$ cat src/rtl/vga_timing_gen.sv
// VGA-style timing and pixel generator: programmable porches/sync widths,
// pixel-clock divider and four pixel sources (black/solid/bars/external).
module vga_timing_gen #(
  parameter int HActive    = 640,
  parameter int HFront     = 16,
  parameter int HSync      = 96,
  parameter int HBack      = 48,
  parameter int VActive    = 480,
  parameter int VFront     = 10,
  parameter int VSync      = 2,
  parameter int VBack      = 33,
  parameter int ColourBits = 4,
  parameter int PixDiv     = 2,
  parameter bit HSyncPol   = 1'b0,
  parameter bit VSyncPol   = 1'b0,
  localparam int HTotal    = HActive + HFront + HSync + HBack,
  localparam int VTotal    = VActive + VFront + VSync + VBack,
  localparam int XW        = $clog2(HTotal),
  localparam int YW        = $clog2(VTotal),
  localparam int CW        = 3 * ColourBits
) (
  input  logic          clk_sys_i,
  input  logic          rst_sys_ni,
  input  logic          en_i,
  input  logic [1:0]    mode_i,
  input  logic [CW-1:0] colour_i,
  input  logic [CW-1:0] pix_i,
  output logic          pix_req_o,
  output logic          hsync_o,
  output logic          vsync_o,
  output logic          de_o,
  output logic [XW-1:0] x_o,
  output logic [YW-1:0] y_o,
  output logic          frame_start_o,
  output logic [CW-1:0] rgb_o
);

  localparam int DW = (PixDiv > 1) ? $clog2(PixDiv) : 1;

  localparam logic [DW-1:0] DEnd = DW'(PixDiv - 1);
  localparam logic [XW-1:0] HA   = XW'(HActive);
  localparam logic [XW-1:0] HEnd = XW'(HTotal - 1);
  localparam logic [XW-1:0] HS0  = XW'(HActive + HFront);
  localparam logic [XW-1:0] HS1  = XW'(HActive + HFront + HSync);
  localparam logic [XW-1:0] HBar = XW'(HActive / 8);
  localparam logic [YW-1:0] VA   = YW'(VActive);
  localparam logic [YW-1:0] VEnd = YW'(VTotal - 1);
  localparam logic [YW-1:0] VS0  = YW'(VActive + VFront);
  localparam logic [YW-1:0] VS1  = YW'(VActive + VFront + VSync);

  logic [DW-1:0] div_q, div_d;
  logic [XW-1:0] h_q, h_d;
  logic [YW-1:0] v_q, v_d;
  logic [1:0]    mode_q, mode_d;
  logic [CW-1:0] colour_q, colour_d;
  logic          hsync_q, hsync_d;
  logic          vsync_q, vsync_d;
  logic          de_q, de_d;
  logic [XW-1:0] x_q, x_d;
  logic [YW-1:0] y_q, y_d;
  logic          fs_q, fs_d;
  logic [CW-1:0] rgb_q, rgb_d;

  logic          run, stb, first;
  logic          active, hs, vs;
  logic [1:0]    mode_eff;
  logic [CW-1:0] colour_eff, bar_rgb;
  logic [2:0]    bar;

  always_comb begin
    run        = rst_sys_ni && en_i;
    stb        = run && (div_q == DEnd);
    first      = run && (h_q == '0) && (v_q == '0) && (div_q == '0);
    active     = (h_q < HA) && (v_q < VA);
    hs         = (h_q >= HS0) && (h_q < HS1);
    vs         = (v_q >= VS0) && (v_q < VS1);
    // Frame-entry sample must already steer pixel (0,0)
    mode_eff   = first ? mode_i : mode_q;
    colour_eff = first ? colour_i : colour_q;
    bar        = 3'(h_q / HBar);
    bar_rgb    = {{ColourBits{bar[2]}},
                  {ColourBits{bar[1]}},
                  {ColourBits{bar[0]}}};
    pix_req_o  = stb && active && (mode_eff == 2'd3);
  end

  always_comb begin
    div_d    = '0;
    h_d      = '0;
    v_d      = '0;
    mode_d   = mode_q;
    colour_d = colour_q;
    hsync_d  = ~HSyncPol;
    vsync_d  = ~VSyncPol;
    de_d     = 1'b0;
    x_d      = '0;
    y_d      = '0;
    fs_d     = 1'b0;
    rgb_d    = '0;
    if (!rst_sys_ni) begin
      mode_d   = '0;
      colour_d = '0;
    end else if (en_i) begin
      div_d = stb ? '0 : div_q + DW'(1);
      h_d   = h_q;
      v_d   = v_q;
      if (stb) begin
        h_d = (h_q == HEnd) ? '0 : h_q + XW'(1);
        if (h_q == HEnd) begin
          v_d = (v_q == VEnd) ? '0 : v_q + YW'(1);
        end
      end
      if (first) begin
        mode_d   = mode_i;
        colour_d = colour_i;
      end
      hsync_d = hs ? HSyncPol : ~HSyncPol;
      vsync_d = vs ? VSyncPol : ~VSyncPol;
      de_d    = active;
      x_d     = h_q;
      y_d     = v_q;
      fs_d    = first;
      if (active) begin
        unique case (mode_eff)
          2'd1:    rgb_d = colour_eff;
          2'd2:    rgb_d = bar_rgb;
          2'd3:    rgb_d = pix_req_o ? pix_i : rgb_q;
          default: rgb_d = '0;
        endcase
      end
    end
  end

  always_ff @(posedge clk_sys_i) begin
    div_q    <= div_d;
    h_q      <= h_d;
    v_q      <= v_d;
    mode_q   <= mode_d;
    colour_q <= colour_d;
    hsync_q  <= hsync_d;
    vsync_q  <= vsync_d;
    de_q     <= de_d;
    x_q      <= x_d;
    y_q      <= y_d;
    fs_q     <= fs_d;
    rgb_q    <= rgb_d;
  end

  assign hsync_o       = hsync_q;
  assign vsync_o       = vsync_q;
  assign de_o          = de_q;
  assign x_o           = x_q;
  assign y_o           = y_q;
  assign frame_start_o = fs_q;
  assign rgb_o         = rgb_q;

endmodule
$ cat config.mk
export PLATFORM = sky130hd
export DESIGN_NAME = vga_timing_gen
export DESIGN_NICKNAME = d
export VERILOG_FILES = /design/src/rtl/vga_timing_gen.sv
export SDC_FILE = /design/constraint.sdc
export NUM_CORES = 1
export LEC_CHECK = 0
export ABC_CLOCK_PERIOD_IN_PS = 2150
export CORE_MARGIN = 2
export CORE_UTILIZATION = 40
export DETAILED_ROUTE_END_ITERATION = 7
export PLACE_DENSITY_LB_ADDON = 0.05
export RECOVER_POWER = 100
export SETUP_SLACK_MARGIN = 0.05
export SYNTH_ARGS = -nofsm -noshare
export SYNTH_HDL_FRONTEND = slang
export SYNTH_SLANG_ARGS = --single-unit
$ cat constraint.sdc
create_clock -name clk_sys_i -period 2.15 [get_ports clk_sys_i]
set_input_delay 0.3225 -clock clk_sys_i [delete_from_list [all_inputs] [get_ports clk_sys_i]]
set_output_delay 0.3225 -clock clk_sys_i [all_outputs]
set_load 0.1 [all_outputs]
==> impl_results.md <==
* Outcome: finished with violations
* Violated checks: setup timing
* EDFF count, synth at 0
* Clk slew on worst S/H paths at 0.07 ns
* Critical path class: flip-flop to output port
* Final ANT Viol Nets at 0
* Final hold viol count at 0
* Layout cell share with drive strength beyond 1 at 30.0%
* Area Growth Syn to Fin at 35.7%
* Period minus WS final at 2.35 ns
* RSZ-0062 raised after global routing: true
* Endpoint class of the critical path: output port
* WL final at 8660 um
* Synth Area in Simple Gates at 26.1%
* Final HPWL from detailed placement at 6430 um
* Fin crit share at 109%
* Number of max-cap violations at 0
* Die width at 95.9 um
* Slowest library cell on the worst path: dfxtp_2
* Filler cells at between 700 and 800
* Primary FF master, synth: dfxtp_1
* Finish-stage setup viols at 3
* Drt first pass iters at 4
* Longest Clk Path Bufs at 2
* Critical path buffers and inverters at 2
* First-pass GRT wire length at 14,200 um
* Setup Skew at 0.0142 ns
* CP startpoint: h_q[0]$_SDFFE_PN0P_
* Drt drc at 0
* Sequential area share after synthesis at 42.1%
* Core Area at 8220 um2
* Yosys reg bits at 71
* IO buf count at 65
* Tot Pwr at 2.83 mW
* Critical path required time at 1.83 ns
* CTS Sinks at 71
* Routability cong. at 0.888
* GR Overflow Total at 0
* Most common cell after layout, fill and taps aside: dfxtp_1
* Main combinational cell family by area after synthesis: simple AND/OR/NAND/NOR gates
* Post-place setup slack at -0.148 ns
* ANT cells at 0
* Synth Area in Adders at 1.48%
* Path type of the worst min-delay path: flip-flop to flip-flop
* CTS tree: done
* Slew headroom at 22.6%
* Least-Margin Pin Slew at 1.17 ns
* Initial antenna violation count at 0
* Startpoint types: flip-flop
* Final core occ at 55.8%
* Multiplexer area fraction after synthesis at about 5.6%
* Synth warn at 0
* Cells along the critical path: inv_2 -> ha_4 -> nor4b_4 -> and4_4 -> nand2_4 -> mux2i_2 -> and3_4 -> buf_12
* PwrDens at 617 nW/um2
* DR vias/cell at 5.06
* CTS Root Cell: clkbuf_8
* Num CTS Buffers at 9
* Starting Density at 41.1%
* Worst skew pair latency at 0.35 ns
* Register area at roughly 1400 um2
* Reg2reg end: rgb_o[8]$_SDFFE_PN0P_
* Xor-xnor portion of the synthesized cell area at 4.15%
* Slowest Stage Delay on Critical Path at approximately 0.33 ns
* Most frequent cells in the layout: dfxtp_1 (68), buf_4 (50), nand2_1 (40)
* Synth Cell Area at 3380 um2
* Routed wire per std cell at about 15 um
* # rows at 33
* Fin worst setup slack at -0.196 ns
* First DRT Iteration DRCs at 82
* Critical Path End: pix_req_o
* Leakage at about 1.9 nW
* Final max-slew violation count at 0
* Nets at 512
* R2R cell count at 11
* Worst path arrival time at around 2.0 ns
* Multi-input logic area at 1830 um2
* GRT Total Usage at 19.9%
* Post-synth ARST share at 0%
* Syn avg cell area at ~9.2 um2
* Compound-Gate Fraction of Synth Area at ~16%
* H-tree depth at 3
* Pin count of the biggest net entering global routing at 25
* Vias after detailed routing at 2,982
* R2R Setup Slk at -0.02 ns
* R2R Path Start: h_q[0]$_SDFFE_PN0P_
* Io pins at 66
* Mapped Nets at 402
* Post-Synthesis Cells at 369
* Fin Setup TNS at -0.226 ns
* Die H at 95.9 um
* Critical Path Fanout Max at 2
* CP delay by family, top: simple AND/OR/NAND/NOR gates
* Levels on crit path at 8
* Vias in the first global route at 2,875
* Die footprint at 9200 um2
* Max Freq at 0.426 GHz
* Worst VDD drop at 0.289 mV
* Cell variety after synth at 62
## worst reg2reg max path: cells and delay by family, from the launching register on
kind / cells / cell delay [ns]
AOI/OAI and AO/OA: 3 / 0.48
adders and majority gates: 1 / 0.12
buffers and inverters: 4 / 0.60
DFF: 1 / 0.33
and+or+nand+nor: 3 / 0.59
## how the worst min path moves through the flow
| stage | depth (start not counted) | startpoint | endpoint | slack (ns) |
|---|---|---|---|---|
| 6_report | 2 | colour_q[6]$_SDFFE_PN0P_ | colour_q[6]$_SDFFE_PN0P_ | 0.46 |
| 5_1_grt | 1 | rgb_o[10]$_SDFFE_PN0P_ | rgb_o[10]$_SDFFE_PN0P_ | 0.50 |
| 4_1_cts | 2 | colour_q[6]$_SDFFE_PN0P_ | colour_q[6]$_SDFFE_PN0P_ | 0.46 |
| 3_5_place_dp | 2 | colour_q[6]$_SDFFE_PN0P_ | colour_q[6]$_SDFFE_PN0P_ | 0.45 |
| 3_3_place_gp | 2 | colour_q[3]$_SDFFE_PN0P_ | colour_q[3]$_SDFFE_PN0P_ | 0.44 |
| 2_1_floorplan | 2 | colour_q[7]$_SDFFE_PN0P_ | colour_q[7]$_SDFFE_PN0P_ | 0.43 |
## layout make-up
class	instances	area share, %
Timing Repair Buffer	124	20.5
Clock buffer	11	3.08
Sequential cell	71	31.1
Clock inverter	5	1.77
Multi-Input combinational cell	265	40.0
Inverter	8	0.655
Tap cell	105	2.86
## per-layer routing
metal / track usage, % / wire length (um)
met1: 29.6 / 4460
met2: 28.8 / 3730
met3: 4.39 / 374
met4: 5.48 / 101
met5: 0 / 0
## state kept, by name, indices dropped and copies added, names as in the netlist, 2 cells and up
register and cells:
colour_q 12, h_q 10, mode_q 2, rgb_o 12, v_q 10, x_o 10, y_o 10
## power by group
| group | switching [mW] | leakage [nW] | internal, mW |
|---|---|---|---|
| registers | 0.0109 | 0.575 | 1.33 |
| clock network | 0.514 | 0.110 | 0.686 |
| logic | 0.146 | 1.22 | 0.140 |
## Yosys cell counts, types with 3 or more instances
cell type   n  share of area (%)
dfxtp_1    71                 42
nand2_1    40                4.4
nor2_1     31                3.4
and3_1     19                3.5
nand3_1    17                2.5
mux2_2     15                5.0
clkbuf_1   14                1.6
xor2_1     12                3.1
o21ai_0    11                1.6
a21boi_1    9                2.0
a22o_1      9                2.3
buf_2       7                1.0
inv_1       7               0.78
nor2b_1     6                1.1
o211ai_1    6                1.3
a21oi_1     5               0.74
nand4_1     5               0.93
a21boi_0    4               0.89
a221o_1     4                1.2
and2_1      4               0.74
ha_1        4                1.5
xnor2_1     4                1.0
a311o_1     3               0.89
nand3_2     3               0.89
o21ai_1     3               0.44
or3_1       3               0.56
## kinds of logic after synthesis
group           Yosys count
simple gates            156
compound gates           72
flops                    71
buf+inv                  33
mux                      17
xor+xnor                 16
fa+ha+maj                 4
## metrics by stage
stage                     hold WS (ns)  area, um2  instances
final                            0.458       4590        589
after global routing             0.500       4590        589
after CTS                        0.463       4670        585
after detailed placement         0.451       4380        566
after global placement           0.445       4380        566
after floorplan                  0.431       3380        369
## timing repair
item | in CTS | in global routing
pin swaps | 12 | 10
setup endpoints to repair | 12 | 13
hold buffers | 0 | 0
setup buffers | 3 | 4
hold endpoints to repair | 0 | 0
resized for setup | 13 | 8
Power figures use the tool's default switching activity.
